**src/rtl/mem_access_unit.sv**
```systemverilog
// Load/store front end for one port of the word-wide block RAM: byte/half/word access with lane steering.
// Optional: define MEM_ACCESS_MISALIGN_TRAP_EN to reject misaligned and size-3 requests with resp_error.
module mem_access_unit #(
    parameter int ADDR_BITS = 7,
    parameter int WORD_BITS = 32
) (
    input  logic                 clk,
    input  logic                 reset_n,
    input  logic                 req_valid,
    output logic                 req_ready,
    input  logic                 req_write,
    input  logic [1:0]           req_size,
    input  logic                 req_unsigned,
    input  logic [ADDR_BITS-1:0] req_addr,
    input  logic [WORD_BITS-1:0] req_wdata,
    output logic                 resp_valid,
    input  logic                 resp_ready,
    output logic [WORD_BITS-1:0] resp_rdata,
    output logic                 resp_error,
    output logic                 mem_reset,
    output logic [ADDR_BITS-1:0] mem_address,
    output logic                 mem_rd_en,
    output logic [3:0]           mem_wr_en,
    output logic [WORD_BITS-1:0] mem_wr_data,
    input  logic [WORD_BITS-1:0] mem_rd_data
);

    typedef enum logic [1:0] {IDLE, ISSUE, CAPTURE, RESP} state_t;

    state_t                 state, state_nxt;
    logic                   r_write;
    logic [1:0]             r_size;
    logic                   r_unsigned;
    logic [ADDR_BITS-1:0]   r_addr;
    logic [WORD_BITS-1:0]   r_wdata;
    logic [WORD_BITS-1:0]   rdata_q;
    logic                   accept;
    logic                   req_bad;
    logic [1:0]             eff_size;
    logic [1:0]             lane;

    function automatic logic [3:0] wr_lanes(input logic [1:0] sz, input logic [1:0] ln);
        logic [3:0] en;
        case (sz)
            2'd0:    en = 4'b0001 << ln;
            2'd1:    en = ln[1] ? 4'b1100 : 4'b0011;
            default: en = 4'b1111;
        endcase
        return en;
    endfunction

    function automatic logic [WORD_BITS-1:0] wr_steer(input logic [1:0] sz, input logic [WORD_BITS-1:0] wd);
        logic [WORD_BITS-1:0] d;
        case (sz)
            2'd0:    d = {4{wd[7:0]}};
            2'd1:    d = {2{wd[15:0]}};
            default: d = wd;
        endcase
        return d;
    endfunction

    function automatic logic [WORD_BITS-1:0] ld_format(input logic [WORD_BITS-1:0] rd,
                                                       input logic [1:0] sz,
                                                       input logic [1:0] ln,
                                                       input logic uns);
        logic [WORD_BITS-1:0] sh;
        logic [WORD_BITS-1:0] res;
        sh = rd >> {ln, 3'b000};
        case (sz)
            2'd0:    res = uns ? {24'd0, sh[7:0]}  : {{24{sh[7]}}, sh[7:0]};
            2'd1:    res = uns ? {16'd0, sh[15:0]} : {{16{sh[15]}}, sh[15:0]};
            default: res = rd;
        endcase
        return res;
    endfunction

`ifdef MEM_ACCESS_MISALIGN_TRAP_EN
    logic resp_error_q;

    assign req_bad    = (req_size == 2'd3) ||
                        ((req_size == 2'd1) && req_addr[0]) ||
                        ((req_size == 2'd2) && (req_addr[1:0] != 2'b00));
    assign resp_error = resp_error_q;
`else
    assign req_bad    = 1'b0;
    assign resp_error = 1'b0;
`endif

    assign accept = req_valid && req_ready;

    // Size 3 behaves as word and misaligned offsets are forced down; trapped requests never reach ISSUE.
    always_comb begin
        eff_size = (r_size == 2'd3) ? 2'd2 : r_size;
        case (eff_size)
            2'd0:    lane = r_addr[1:0];
            2'd1:    lane = {r_addr[1], 1'b0};
            default: lane = 2'b00;
        endcase
    end

    always_ff @(posedge clk or negedge reset_n) begin
        if (!reset_n) begin
            state <= IDLE;
        end else begin
            state <= state_nxt;
        end
    end

    always_comb begin
        state_nxt   = state;
        req_ready   = 1'b0;
        resp_valid  = 1'b0;
        mem_rd_en   = 1'b0;
        mem_wr_en   = '0;
        mem_wr_data = '0;
        case (state)
            IDLE: begin
                req_ready = reset_n;
                if (accept) begin
                    state_nxt = req_bad ? RESP : ISSUE;
                end
            end
            ISSUE: begin
                if (r_write) begin
                    mem_wr_en   = wr_lanes(eff_size, lane);
                    mem_wr_data = wr_steer(eff_size, r_wdata);
                    state_nxt   = RESP;
                end else begin
                    mem_rd_en   = 1'b1;
                    state_nxt   = CAPTURE;
                end
            end
            CAPTURE: begin
                state_nxt = RESP;
            end
            RESP: begin
                resp_valid = 1'b1;
                if (resp_ready) begin
                    state_nxt = IDLE;
                end
            end
            default: state_nxt = IDLE;
        endcase
    end

    always_ff @(posedge clk or negedge reset_n) begin
        if (!reset_n) begin
            r_write    <= 1'b0;
            r_size     <= '0;
            r_unsigned <= 1'b0;
            r_addr     <= '0;
            r_wdata    <= '0;
            rdata_q    <= '0;
`ifdef MEM_ACCESS_MISALIGN_TRAP_EN
            resp_error_q <= 1'b0;
`endif
        end else begin
            case (state)
                IDLE: begin
                    if (accept) begin
                        r_write    <= req_write;
                        r_size     <= req_size;
                        r_unsigned <= req_unsigned;
                        r_addr     <= req_addr;
                        r_wdata    <= req_wdata;
                        rdata_q    <= '0;
`ifdef MEM_ACCESS_MISALIGN_TRAP_EN
                        resp_error_q <= req_bad;
`endif
                    end
                end
                CAPTURE: begin
                    rdata_q <= ld_format(mem_rd_data, eff_size, lane, r_unsigned);
                end
                default: ;
            endcase
        end
    end

    assign resp_rdata  = rdata_q;
    assign mem_reset   = 1'b0;
    assign mem_address = {r_addr[ADDR_BITS-1:2], 2'b00};

endmodule

```
**config.mk**
```make
export PLATFORM = sky130hd
export DESIGN_NAME = mem_access_unit
export DESIGN_NICKNAME = d
export VERILOG_FILES = /design/src/rtl/mem_access_unit.sv
export SDC_FILE = /design/constraint.sdc
export NUM_CORES = 1
export LEC_CHECK = 0
export CAP_MARGIN = 40
export CORE_ASPECT_RATIO = 0.8
export CORE_UTILIZATION = 35
export DETAILED_ROUTE_END_ITERATION = 8
export GPL_ROUTABILITY_DRIVEN = 1
export PLACE_DENSITY = 0.69
export SETUP_SLACK_MARGIN = 0.02
export SYNTH_ARGS = -nofsm -noshare
export SYNTH_HDL_FRONTEND = slang
export SYNTH_SLANG_ARGS = --single-unit
export TNS_END_PERCENT = 20
```
**constraint.sdc**
```tcl
create_clock -name clk -period 2.2 [get_ports clk]
set_clock_uncertainty 0.05 [all_clocks]
set_input_delay 0.44 -clock clk [delete_from_list [all_inputs] [get_ports clk]]
set_output_delay 0.44 -clock clk [all_outputs]
set_load 0.1 [all_outputs]
```
Yosys cells after proc, flatten, opt, wreduce, memory -nomap -nowiden. Index checks and enable logic that the tools add are counted.

Word-level logic and storage cells: 45. Bits in registers: 77. Input port bits: 79.

Equal/unequal tests: 7. Shift operators: 2. Reduce and logical (&&, ||, !) cells: 7. Muxes and demuxes: 22.

Operators with widths (count): $pmux 32 s2 (3); $mux 32 (5); $shr 32x5->16 (1); $mux 4 (3); $pmux 2 s4 (1); $pmux 4 s2 (1); $eq 2x2->1 const B (3); $mux 2 (3); $reduce_and 2->1 (3); $mux 1 (5); $eq 2x1->1 const B (2); $logic_not 2->1 (2); $ne 2x2->1 const B (2); $pmux 2 s2 (1); $shl 1x2->4 const A (1); $reduce_bool 2->1 (1); $logic_and 1x1->1 (1).

Longest topological paths before layout.
Depth in word-level cells: 8. Depth in mapped cells: 8. Depth with buffers taken out: 6.

Worst setup path before layout. No wires, ideal clock.

Kind: flip-flop to output port. From: register r_size[1]. To: output mem_wr_en[1]. Slack: -1520 ps. Data required time: 1710 ps. Data arrival time: 3230 ps. Stages on the path, launching flop included: 7. Cells stage by stage: dfrtp_1 buf_6 clkbuf_1 or2_2 clkbuf_1 nor2_1 nor3_1.

Cells in the longest elaborated chain, start to end: 8.

RTL lines: start, declared (line 32) `logic [1:0] r_size;`; start signal, assigned (line 162) `r_size <= req_size;`; $eq 2x2->1 (line 93) `eff_size = (r_size == 2'd3) ? 2'd2 : r_size;`; $mux 2 * (line 93); $eq 2x1->1 or $logic_not 2->1 (tied branches) (line 44, 94); $pmux 2 s2 (line 94) `case (eff_size)`; $mux 4 or $shl 1x2->4 (tied branches) (line 46, 45); $pmux 4 s2 * (line 44) `case (sz)`; $mux 4 * (line 124) `if (r_write) begin`; $mux 4 * (line 116) `case (state)`; end, declared (line 23) `output logic [3:0] mem_wr_en,`.

Every way passes the cells marked *; elsewhere a longest branch is shown, timed or not.

Worst setup path in the final report.
From: register r_size[0]. To: output mem_wr_data[30].

Cells in the longest elaborated chain, start to end: 6.

RTL lines: $eq 2x2->1 (line 93); $mux 2 * (line 93); $eq 2x1->1 or $logic_not 2->1 (tied branches) (line 54) `case (sz)`; $pmux 32 s2 * (line 54); $mux 32 * (line 124); $mux 32 * (line 116); end, declared (line 24) `output logic [WORD_BITS-1:0] mem_wr_data,`.

Marks and branches as above.

==> impl_metrics.tcl <==
set metrics [dict create \
    top_usage_layer "met2" \
    io_buffers 154 \
    grt_max_degree 40 \
    violations "design-rule violations" \
    hpwl_mm 10.2 \
    tightest_slew_ns 0.562 \
    synthTopCellsByCount "dfrtp_1 (77), nand2_1 (45), mux2_2 (44)" \
    wl_per_cell_microns 18.4 \
    synth_compound_area_frac 0.181 \
    ys_seq_elements 77 \
    h-tree-depth 3 \
    die_x_microns 125 \
    die_height_microns 100 \
    antennaDiodeCount 0 \
    cts_tree "yes" \
    antenna_found_initial 0 \
    ant_nets 0 \
    min_period_ns 2.19 \
    yosysTopAreaCellShare 0.457 \
    place_area_sq_um 6560 \
    synth_top_family_by_area "compound AO/OA/AOI/OAI gates" \
    ys_seq_area_frac 0.457 \
    min_path_type "input pin to async pin" \
    n_fill_cell 930 \
    final_layout_size_suffix_gt1_frac 0.410 \
    finalHoldViolCount 0 \
    synthMuxAreaShare 0.165 \
    ioPinCount 159 \
    final_nets 665 \
    met1_usage 0.298 \
    clock_tree.root_cell "clkbuf_16" \
    fin_crit_sh 0.997 \
    post-synth-top-count-cell "dfrtp_1" \
    synth_fa_ha_area_frac 0.0148 \
    startpoint_type "flip-flop" \
    status "finished with violations" \
    setup_ws_ns 0.00667 \
    cts.path.max_buffers 2 \
    cts_buffers 9 \
    cts_num_sinks 77 \
    grt_pass1_wl_mm 21.3 \
    vias 3868 \
    syn-cell-area_sq_um 4220 \
    area_growth_pct 68.3 \
    end_kind "primary output" \
    core_area_sq_um 11600 \
    cp_data_required_time_ns 1.71 \
    holdWs_ns 0.415 \
    grt_util_met3 0.0458 \
    grt_pass1_vias 3883 \
    clock.fmax_ghz 0.456 \
    syn_avg_cell_area_sq_um 10.1 \
    start_util 0.362 \
    die_area_sq_um 12500 \
    insertion_delay_ns 0.33 \
    cp.arrival_ns 1.70 \
    slew_headroom 0.625 \
    grt_util_all_layers 0.219 \
    dr.pass1.iters 7 \
    synth.area.top_cells "dfrtp_1 (46%), mux2_2 (12%), mux2i_1 (4.3%), nand2_1 (4.0%), a22oi_1 (2.8%)" \
    rsz0062_at_grt "yes" \
    routed_wl_mm 13.5 \
    slew_viol_final 0 \
    pre_cts_ws_ns -0.000157 \
    drc 12 \
    via_per_inst 5.27 \
    yosysWarnings 0 \
    synthCells 416 \
    rows 35 \
    grt_overflow 0 \
    async_reset_ff_frac 1.00 \
    post_synth_num_cell_types 50 \
    synth_top_cell_by_area "dfrtp_1" \
    first_iter_violations 219 \
    final_cell_area_sq_um 7100 \
    synth-simple-area-share 0.121 \
    yosys.area_share.xor_xnor 0 \
    max_cap_violations 0 \
    met2_usage 0.354 \
    clk_pin_slew_ns 0.06 \
    setup-tns-final_ns 0 \
    gp_congestion 0.874 \
    synth_ff_type "dfrtp_1" \
    synth_edf_count 0 \
    path_max_fanout 3 \
    report.final.setup_viol 0 \
    worst-setup-path-type "flip-flop to primary output" \
]
## critical path: stages, from the launching register on
cell and delay, ns:
dfrtp_2 0.44, buf_12 0.14, buf_8 0.12, mux2i_4 0.18, nor2_4 0.15, a21oi_4 0.05
nor2_4 0.13, buf_12 0.18
## per-stage QoR
stage / util / cells
floorplan: - / 419
global placement: 0.562 / 707
detailed placement: 0.563 / 708
CTS: 0.601 / 730
global route: 0.610 / 734
finish: 0.610 / 734
## state kept, by name (all words and copies together) (netlist names)
name and cells:
r_wdata 32, resp_rdata 32, r_addr 7, r_size 2, state 2, r_unsigned 1, r_write 1
## placed cells by master, fill, tap and decap left out, types with 4 or more instances in the layout
cell type	count
clkdlybuf4s50_1	77
dfrtp_1	73
buf_4	65
mux2_2	44
buf_12	44
nand2_1	42
nor2_4	19
a22oi_1	16
mux2i_1	15
inv_1	13
o21ai_1	10
a21oi_2	9
and3_1	9
clkbuf_16	9
a221o_1	8
o21ai_0	8
o22ai_1	7
o211ai_1	7
a211oi_1	7
a21oi_4	6
nand3_1	6
o21a_1	6
a32o_1	6
nor2_2	5
nor2_1	5
nor3_4	4
ha_1	4
conb_1	4
dfrtp_2	4
## repair_timing
item                                    in CTS  in global routing
endpoints found under the setup margin      28                 29
buffers inserted                             5                  4
hold endpoints to repair                     3                  0
hold buffers                                 1                  0
gates resized for setup                     19                 19
pin swaps                                    1                  8
## path summary, 6_finish.rpt
| kind | startpoint | end | slack (ns) | cells past startpoint |
|---|---|---|---|---|
| max in group asynchronous | reset_n | r_size[1]$_DFFE_PN0P_ | 0.78 | 4 |
| worst max register to register | r_size[0]$_DFFE_PN0P_ | resp_rdata[4]$_DFFE_PN0P_ | 0.11 | 6 |
| worst min-delay path | reset_n | r_addr[5]$_DFFE_PN0P_ | 0.42 | 2 |
| worst max-delay path | r_size[0]$_DFFE_PN0P_ | mem_wr_data[30] | 0.007 | 7 |
| worst min register to register | r_wdata[17]$_DFFE_PN0P_ | r_wdata[17]$_DFFE_PN0P_ | 0.46 | 1 |
| min in group clk | r_wdata[17]$_DFFE_PN0P_ | r_wdata[17]$_DFFE_PN0P_ | 0.46 | 1 |
## cell type report
class | instances | area [sq um] | area share
clock buffers | 12 | 267 | 0.0375
clock inverters | 4 | 45.0 | 0.00634
inverters | 14 | 52.6 | 0.00740
multi-input cells | 288 | 2420 | 0.341
flip-flops and latches | 77 | 1930 | 0.272
well taps | 148 | 185 | 0.0261
repair buffers | 191 | 2200 | 0.310
## cell families after synthesis
family | Yosys count
AO/OA/AOI/OAI | 106
flip-flops | 77
adder cells (fa/ha/maj) | 5
buffers and inverters | 54
AND/OR/NAND/NOR | 110
other | 1
multiplexers | 63
## layer usage
metal,up-vias,routed length [microns]
met5,-,0
met4,0,160
met3,15,664
met2,109,6520
met1,1912,6190
li1,1832,-
Power is left out: the tool's default activity adds up to more than one toggle a clock period on the data nets, which glitch-free logic cannot reach.
